<file path="src/rtl/axi4lite_pkg.sv">
// axi4lite_pkg
//   Shared types for the AXI4-Lite to system-bus bridge.
//   resp_t         : AXI response codes used by the bridge (OKAY, SLVERR).
//   bridge_state_t : bridge FSM states.
package axi4lite_pkg;

    typedef enum logic [1:0] {
        OKAY   = 2'b00,
        SLVERR = 2'b10
    } resp_t;

    typedef enum logic [1:0] {
        IDLE     = 2'b00,
        WAIT_ACK = 2'b01,
        WR_RESP  = 2'b10,
        RD_RESP  = 2'b11
    } bridge_state_t;

endpackage

</file>
<file path="src/rtl/bridge_timeout.sv">
// bridge_timeout
//   Cycle counter that flags an unanswered system-bus access.
//   Only instantiated when AXI4LITE_SYS_BRIDGE_TIMEOUT_EN is defined.
// Ports:
//   clk_i      : clock
//   rstn_i     : asynchronous active-low reset
//   clr_i      : hold the counter at zero
//   en_i       : count one cycle spent waiting for an ack
//   expired_o  : counter has reached LIMIT
module bridge_timeout #(
    parameter int unsigned LIMIT = 255
) (
    input  logic clk_i,
    input  logic rstn_i,
    input  logic clr_i,
    input  logic en_i,
    output logic expired_o
);

    localparam logic [15:0] Limit = 16'(LIMIT);

    logic [15:0] r_cnt;
    logic        w_expired;

    assign w_expired = (r_cnt == Limit);

    always_ff @(posedge clk_i or negedge rstn_i) begin
        if (!rstn_i) begin
            r_cnt <= '0;
        end else if (clr_i) begin
            r_cnt <= '0;
        end else if (en_i && !w_expired) begin
            // Saturate so a stalled FSM cannot wrap the counter.
            r_cnt <= r_cnt + 16'd1;
        end
    end

    assign expired_o = w_expired;

endmodule

</file>
<file path="src/rtl/axi4lite_sys_bridge.sv">
// axi4lite_sys_bridge
//   AXI4-Lite slave that turns each AXI transaction into one access on the
//   PL system bus. One transaction outstanding at a time; reads and writes
//   alternate when both are pending (read first after reset).
//   Optional macro AXI4LITE_SYS_BRIDGE_TIMEOUT_EN: complete with SLVERR if
//   the system bus does not ack within TIMEOUT cycles of the strobe.
// Ports:
//   clk_i, rstn_i          : clock, asynchronous active-low reset
//   axi_aw*/axi_w*/axi_b*  : AXI write address, data and response channels
//   axi_ar*/axi_r*         : AXI read address and data channels
//   sys_addr/wdata/sel_o   : system-bus request, stable until completion
//   sys_wen_o / sys_ren_o  : single-cycle access strobes
//   sys_rdata/ack/err_i    : system-bus completion
// All outputs are registered.
module axi4lite_sys_bridge
    import axi4lite_pkg::*;
#(
    parameter int unsigned AW      = 32,
    parameter int unsigned DW      = 32,
    parameter int unsigned TIMEOUT = 255
) (
    input  logic            clk_i,
    input  logic            rstn_i,
    input  logic [AW-1:0]   axi_awaddr_i,
    input  logic            axi_awvalid_i,
    output logic            axi_awready_o,
    input  logic [DW-1:0]   axi_wdata_i,
    input  logic [DW/8-1:0] axi_wstrb_i,
    input  logic            axi_wvalid_i,
    output logic            axi_wready_o,
    output logic [1:0]      axi_bresp_o,
    output logic            axi_bvalid_o,
    input  logic            axi_bready_i,
    input  logic [AW-1:0]   axi_araddr_i,
    input  logic            axi_arvalid_i,
    output logic            axi_arready_o,
    output logic [DW-1:0]   axi_rdata_o,
    output logic [1:0]      axi_rresp_o,
    output logic            axi_rvalid_o,
    input  logic            axi_rready_i,
    output logic [AW-1:0]   sys_addr_o,
    output logic [DW-1:0]   sys_wdata_o,
    output logic [DW/8-1:0] sys_sel_o,
    output logic            sys_wen_o,
    output logic            sys_ren_o,
    input  logic [DW-1:0]   sys_rdata_i,
    input  logic            sys_ack_i,
    input  logic            sys_err_i
);

    bridge_state_t   r_state, w_state_d;
    logic            r_awready, w_awready_d;
    logic            r_arready, w_arready_d;
    logic            r_bvalid, w_bvalid_d;
    logic            r_rvalid, w_rvalid_d;
    resp_t           r_bresp, w_bresp_d;
    resp_t           r_rresp, w_rresp_d;
    logic [DW-1:0]   r_rdata, w_rdata_d;
    logic [AW-1:0]   r_addr, w_addr_d;
    logic [DW-1:0]   r_wdata, w_wdata_d;
    logic [DW/8-1:0] r_sel, w_sel_d;
    logic            r_wen, w_wen_d;
    logic            r_ren, w_ren_d;
    logic            r_is_rd, w_is_rd_d;
    // 1: write wins the next tie. Reset to 0 so the first tie goes to read.
    logic            r_wr_prio, w_wr_prio_d;

    logic            w_wr_elig;
    logic            w_rd_elig;
    logic            w_pick_wr;
    logic            w_expired;

    assign w_wr_elig = axi_awvalid_i && axi_wvalid_i;
    assign w_rd_elig = axi_arvalid_i;
    assign w_pick_wr = w_wr_elig && (!w_rd_elig || r_wr_prio);

`ifdef AXI4LITE_SYS_BRIDGE_TIMEOUT_EN
    // Counter sits at zero outside WAIT_ACK, so it reads 0 in the strobe cycle.
    bridge_timeout #(
        .LIMIT (TIMEOUT)
    ) u_timeout (
        .clk_i     (clk_i),
        .rstn_i    (rstn_i),
        .clr_i     (r_state != WAIT_ACK),
        .en_i      (r_state == WAIT_ACK),
        .expired_o (w_expired)
    );
`else
    logic w_unused_timeout;
    assign w_unused_timeout = |TIMEOUT;
    assign w_expired        = 1'b0;
`endif

    always_comb begin
        w_state_d   = r_state;
        w_awready_d = 1'b0;
        w_arready_d = 1'b0;
        w_wen_d     = 1'b0;
        w_ren_d     = 1'b0;
        w_bvalid_d  = r_bvalid;
        w_rvalid_d  = r_rvalid;
        w_bresp_d   = r_bresp;
        w_rresp_d   = r_rresp;
        w_rdata_d   = r_rdata;
        w_addr_d    = r_addr;
        w_wdata_d   = r_wdata;
        w_sel_d     = r_sel;
        w_is_rd_d   = r_is_rd;
        w_wr_prio_d = r_wr_prio;

        unique case (r_state)
            IDLE: begin
                // Ready is registered: it pulses in the strobe cycle, while the
                // master still holds valid, completing the handshake there.
                if (w_pick_wr) begin
                    w_awready_d = 1'b1;
                    w_wen_d     = 1'b1;
                    w_addr_d    = axi_awaddr_i;
                    w_wdata_d   = axi_wdata_i;
                    w_sel_d     = axi_wstrb_i;
                    w_is_rd_d   = 1'b0;
                    w_wr_prio_d = 1'b0;
                    w_state_d   = WAIT_ACK;
                end else if (w_rd_elig) begin
                    w_arready_d = 1'b1;
                    w_ren_d     = 1'b1;
                    w_addr_d    = axi_araddr_i;
                    w_sel_d     = '1;
                    w_is_rd_d   = 1'b1;
                    w_wr_prio_d = 1'b1;
                    w_state_d   = WAIT_ACK;
                end
            end
            WAIT_ACK: begin
                if (sys_ack_i) begin
                    if (r_is_rd) begin
                        w_rdata_d  = sys_rdata_i;
                        w_rresp_d  = sys_err_i ? SLVERR : OKAY;
                        w_rvalid_d = 1'b1;
                        w_state_d  = RD_RESP;
                    end else begin
                        w_bresp_d  = sys_err_i ? SLVERR : OKAY;
                        w_bvalid_d = 1'b1;
                        w_state_d  = WR_RESP;
                    end
                end else if (w_expired) begin
                    if (r_is_rd) begin
                        w_rdata_d  = '0;
                        w_rresp_d  = SLVERR;
                        w_rvalid_d = 1'b1;
                        w_state_d  = RD_RESP;
                    end else begin
                        w_bresp_d  = SLVERR;
                        w_bvalid_d = 1'b1;
                        w_state_d  = WR_RESP;
                    end
                end
            end
            WR_RESP: begin
                if (axi_bready_i) begin
                    w_bvalid_d = 1'b0;
                    w_state_d  = IDLE;
                end
            end
            RD_RESP: begin
                if (axi_rready_i) begin
                    w_rvalid_d = 1'b0;
                    w_state_d  = IDLE;
                end
            end
            default: w_state_d = IDLE;
        endcase
    end

    always_ff @(posedge clk_i or negedge rstn_i) begin
        if (!rstn_i) begin
            r_state   <= IDLE;
            r_awready <= 1'b0;
            r_arready <= 1'b0;
            r_bvalid  <= 1'b0;
            r_rvalid  <= 1'b0;
            r_bresp   <= OKAY;
            r_rresp   <= OKAY;
            r_rdata   <= '0;
            r_addr    <= '0;
            r_wdata   <= '0;
            r_sel     <= '0;
            r_wen     <= 1'b0;
            r_ren     <= 1'b0;
            r_is_rd   <= 1'b0;
            r_wr_prio <= 1'b0;
        end else begin
            r_state   <= w_state_d;
            r_awready <= w_awready_d;
            r_arready <= w_arready_d;
            r_bvalid  <= w_bvalid_d;
            r_rvalid  <= w_rvalid_d;
            r_bresp   <= w_bresp_d;
            r_rresp   <= w_rresp_d;
            r_rdata   <= w_rdata_d;
            r_addr    <= w_addr_d;
            r_wdata   <= w_wdata_d;
            r_sel     <= w_sel_d;
            r_wen     <= w_wen_d;
            r_ren     <= w_ren_d;
            r_is_rd   <= w_is_rd_d;
            r_wr_prio <= w_wr_prio_d;
        end
    end

    assign axi_awready_o = r_awready;
    assign axi_wready_o  = r_awready;
    assign axi_arready_o = r_arready;
    assign axi_bvalid_o  = r_bvalid;
    assign axi_bresp_o   = r_bresp;
    assign axi_rvalid_o  = r_rvalid;
    assign axi_rresp_o   = r_rresp;
    assign axi_rdata_o   = r_rdata;
    assign sys_addr_o    = r_addr;
    assign sys_wdata_o   = r_wdata;
    assign sys_sel_o     = r_sel;
    assign sys_wen_o     = r_wen;
    assign sys_ren_o     = r_ren;

endmodule

</file>
<file path="config.mk">
export PLATFORM = sky130hd
export DESIGN_NAME = axi4lite_sys_bridge
export DESIGN_NICKNAME = d
export VERILOG_FILES = /design/src/rtl/axi4lite_pkg.sv /design/src/rtl/bridge_timeout.sv /design/src/rtl/axi4lite_sys_bridge.sv
export SDC_FILE = /design/constraint.sdc
export NUM_CORES = 1
export LEC_CHECK = 0
export BUFFER_PORTS_ARGS = -buffer_cell sky130_fd_sc_hd__buf_2
export CAP_MARGIN = 20
export CELL_PAD_IN_SITES_DETAIL_PLACEMENT = 0
export CELL_PAD_IN_SITES_GLOBAL_PLACEMENT = 1
export CORE_AREA = 2 2 165 102
export DETAILED_ROUTE_END_ITERATION = 12
export DIE_AREA = 0 0 167 104
export PLACE_DENSITY = 0.82
export SKIP_LAST_GASP = 1
export SYNTH_ARGS = -nofsm -noshare
export SYNTH_HDL_FRONTEND = slang
export SYNTH_SLANG_ARGS = --single-unit
</file>
<file path="constraint.sdc">
create_clock -name clk_i -period 1.47 [get_ports clk_i]
set_input_delay 0.147 -clock clk_i [delete_from_list [all_inputs] [get_ports clk_i]]
set_output_delay 0.147 -clock clk_i [all_outputs]
set_load 0.01 [all_outputs]
</file>
After elaboration in Yosys (flattened, before gate mapping). Index checks and enable logic that the tools add are counted. Widths: inputs -> output; s select.

Output and inout bits: 111. Logic and storage cells: 64. Input port bits: 141. Register bits: 111.

Reductions and logical operators: 15. Bitwise logic cells: 1. Eq/ne operators: 9. Multiplexer cells: 27.

Operators by type and width (count): $mux 32 (2); $mux 1 (14); $mux 2 (6); $reduce_and 4->1 (3); $ne 2x2->1 const B (5); $mux 4 (2); $pmux 2 s4 (1); $reduce_and 3->1 (2); $reduce_bool 2->1 (3); $eq 2x2->1 const B (2); $pmux 1 s2 (2); $reduce_and 2->1 (2); $ne 3x3->1 const B (1); $eq 2x1->1 const B (1); $logic_and 1x1->1 (2); $logic_not 2->1 (1); $logic_not 1->1 (1); $logic_or 1x1->1 (1); $not 1->1 (1).

Depth between registers and ports, before layout.
Word-level depth: 5. Gate-level depth with buffers: 6. Gate-level depth less buffers: 3.

Least setup slack after synthesis. Ideal clock, no wire load.

Path type: flip-flop to flip-flop. From: register r_wr_prio. To: register r_wdata[10], in the netlist sys_wdata_o[10]. Library setup time: 0.125 ns. Slack: -0.023 ns. Period minus slack after synthesis: 1.493 ns. Data arrival time: 1.367 ns. Data required time: 1.345 ns. Stages on the path, launching flop included: 7. Path buffers: 3. Cell sequence: dfrtp_1 buf_4 nand2b_1 buf_4 nand3_4 buf_6 mux2_4.

Cells in the longest elaborated chain, start to end: 3.

RTL lines: start: declaration (RTL line axi4lite_sys_bridge.sv:66) `logic r_wr_prio, w_wr_prio_d;`; start signal: assignment (RTL line axi4lite_sys_bridge.sv:207) `r_wr_prio <= w_wr_prio_d;`; $logic_or 1x1->1 (RTL line axi4lite_sys_bridge.sv:75) `assign w_pick_wr = w_wr_elig && (!w_rd_elig || r_wr_prio);`; $logic_and 1x1->1 (RTL line axi4lite_sys_bridge.sv:75); $reduce_and 2->1 (no line); end signal: assignment (RTL line axi4lite_sys_bridge.sv:202) `r_wdata <= w_wdata_d;`; end: declaration (RTL line axi4lite_sys_bridge.sv:60) `logic [DW-1:0] r_wdata, w_wdata_d;`.

No other way between the ends. A chain may end at the register's enable or synchronous reset.

==> impl_metrics.tcl <==
set metrics [dict create \
    status "finished, final reports clean" \
    setup_violations 0 \
    fin_area_um2 6570 \
    reg2reg_depth 4 \
    worstReg2RegStart "r_wr_prio$_DFFE_PN0P_" \
    grt_pass1_vias 4115 \
    crit_arrival_ns 1.59 \
    syn-cell-area_um2 4690 \
    yosys.area.top_type_share_pct 58.2 \
    maxSlewViolCount 0 \
    finalClockSkew_ns 0.0118 \
    setup_tns_ns 0 \
    avgSynthCellArea_um2 12.4 \
    hold_path_depth 2 \
    synth-seq-area-share_pct 58.2 \
    hold_viol 0 \
    worstSetupEndpointType "register" \
    numPlacedInstances 816 \
    wl_per_cell_um 16.3 \
    firstDrtPassIters 4 \
    hpwl_um 9890 \
    layout.cells.non_filler 832 \
    grt_overflow_total 0 \
    hold-worst-slack_ns 0.0309 \
    drt_iter0_markers 204 \
    power.leakage_nw 3.20 \
    synth_area_leaders "dfrtp_1 (58%), mux2_2 (9.9%), mux2_4 (8.0%), a31oi_1 (4.4%), o21ai_0 (4.1%)" \
    async_reset_ff_share_pct 100 \
    antenna_cells 0 \
    root_buffer "clkbuf_16" \
    crit_buf_inv 2 \
    via_count 3984 \
    hp-class "input port to register" \
    min_from "axi_wdata_i[20]" \
    r2r_end "axi_rdata_o[31]$_DFFE_PN0P_" \
    clkSinkCount 109 \
    maxCapViolations 0 \
    peakVddDrop_uv 849 \
    multi_input_comb_area_um2 1750 \
    ys_types 28 \
    cp_top_family "buffers and inverters" \
    fp.dieW_um 167 \
    start_kind "register" \
    synth-edff-count 0 \
    synth_area_leader_cell "dfrtp_1" \
    place_area_um2 6240 \
    antenna_found_initial 0 \
    chipHeight_um 104 \
    synth-seq-cells 109 \
    core_um2 15900 \
    cts_buffer_depth 2 \
    gp_congestion 0.766 \
    critical_path.cell_chain "buf_4 > nand4b_2 > buf_12 > mux2_2" \
    area_delta_synth_final_pct 40.1 \
    grt_max_degree 55 \
    critPathSlowestCell "dfrtp_1" \
    die_area_um2 17400 \
    nets 760 \
    yosys_warnings 0 \
    cts_htree_levels 3 \
    synth_top_flop_cell "dfrtp_1" \
    final_antenna_net_count 0 \
    path_class "register to register" \
    portBuffers 249 \
    period_share_pct 92.8 \
    grt_pass1_wl_um 21700 \
    remaining_drc_errors 0 \
    powerDensity_nw_per_um2 2090 \
    max_freq_ghz 0.733 \
    crit_path_max_incr_delay_ns 0.37 \
    nFillCells 1585 \
    drive_above_1_share_pct 56.8 \
    synth_cells 377 \
    period_needed_ns 1.36 \
    required_ns 1.70 \
    row_count 36 \
    boundaryPins 252 \
    min_to "sys_wdata_o[20]$_DFFE_PN0P_" \
    regToRegSetupSlack_ns 0.11 \
    crit_fanout 33 \
    cts_made_buffers 9 \
    wirelength_um 13500 \
    via_per_inst 4.79 \
    start_util_pct 29.5 \
    path_clk_slew_ns 0.08 \
    cts_tree "built" \
    register_area_um2 2730 \
    clock_latency_ns 0.34 \
    post-cts-setup-buffers 0 \
    grt_usage_pct 15.3 \
    rsz0062_at_grt "no" \
]
## cells in the final DEF (no fill, tap or decap), types with 2 or more instances in the layout
cell type,count
clkbuf_16,9
buf_4,12
o22a_1,4
bufinv_16,2
o21ai_0,38
buf_2,248
a21oi_1,33
buf_12,8
nand2_1,6
conb_1,2
dfrtp_1,109
mux2_4,25
and2_1,2
nand3_1,32
inv_1,2
inv_6,2
a31oi_1,33
mux2_2,41
## per-stage QoR
stage / power (mW) / setup slack [ns] / util, %
6_report: 13.7 / 0.106 / 41.3
5_1_grt: 14.6 / 0.0170 / 41.3
4_1_cts: 13.9 / 0.0970 / 41.3
3_5_place_dp: 11.2 / 0.0921 / 39.2
3_3_place_gp: 11.1 / 0.122 / 39.2
2_1_floorplan: 8.62 / 0.0102 / -
## layout make-up
type	instances	share of cell area [%]
clock buffers	9	3.43
flip-flops and latches	109	41.5
well taps	209	3.98
inverters	2	0.114
multi-input cells	228	26.6
clock inverters	6	1.43
repair buffers	269	22.9
## registers in the layout, indices dropped and copies added, names as in the netlist, 2 cells and up
name and flops:
axi_rdata_o 32, sys_wdata_o 32, r_state 2, sys_sel_o 4, sys_addr_o 32
## cells in the mapped netlist, types with 2 or more instances
cell type / number
mux2_4: 25
buf_4: 7
inv_1: 2
and2_1: 2
dfrtp_1: 109
nand3_1: 32
mux2_2: 41
a31oi_1: 33
buf_6: 3
buf_2: 10
o21ai_0: 38
clkbuf_1: 19
o22a_1: 4
nand2_1: 6
a21oi_1: 33
## how the worst max path moves through the flow
stage / startpoint / to / slack [ns] / depth (start not counted)
after floorplan: r_wr_prio$_DFFE_PN0P_ / sys_wdata_o[10]$_DFFE_PN0P_ / 0.01 / 6
after global placement: r_wr_prio$_DFFE_PN0P_ / axi_rdata_o[15]$_DFFE_PN0P_ / 0.12 / 4
after detailed placement: r_wr_prio$_DFFE_PN0P_ / axi_rdata_o[31]$_DFFE_PN0P_ / 0.09 / 4
after CTS: r_wr_prio$_DFFE_PN0P_ / axi_rdata_o[31]$_DFFE_PN0P_ / 0.1 / 4
after global routing: r_wr_prio$_DFFE_PN0P_ / sys_addr_o[8]$_DFFE_PN0P_ / 0.02 / 4
final: r_wr_prio$_DFFE_PN0P_ / axi_rdata_o[31]$_DFFE_PN0P_ / 0.11 / 4
## where the power goes
group          internal, mW  leakage [nW]  total (mW)  switching, mW
logic                  2.90          1.79        5.82           2.92
registers              4.50          1.26        5.28          0.777
clock network          1.50         0.153        2.63           1.13
## routing by layer
layer,GRT usage (%),share of wire (%),up-vias
met5,0,0,-
met4,3.39,0.78,0
met3,3.54,5.8,9
met2,24.0,45,132
met1,21.7,48,2000
li1,-,-,1843
## kinds of logic (layout without fill, tap and decap cells)
kind of cell / count (synthesis) / after routing / share of synthesized area, %
simple gates: 47 / 47 / 5.63
buf+inv: 41 / 286 / 4.59
compound gates: 112 / 112 / 13.4
mux: 67 / 67 / 18.1
other cells: 1 / 2 / 0.0800
flops: 109 / 109 / 58.2
## timing repair
item	4_1_cts	5_1_grt
resized for setup	0	0
hold endpoints to repair	109	0
setup endpoints to repair	0	0
hold buffers	1	0
Power figures use the tool's default switching activity.
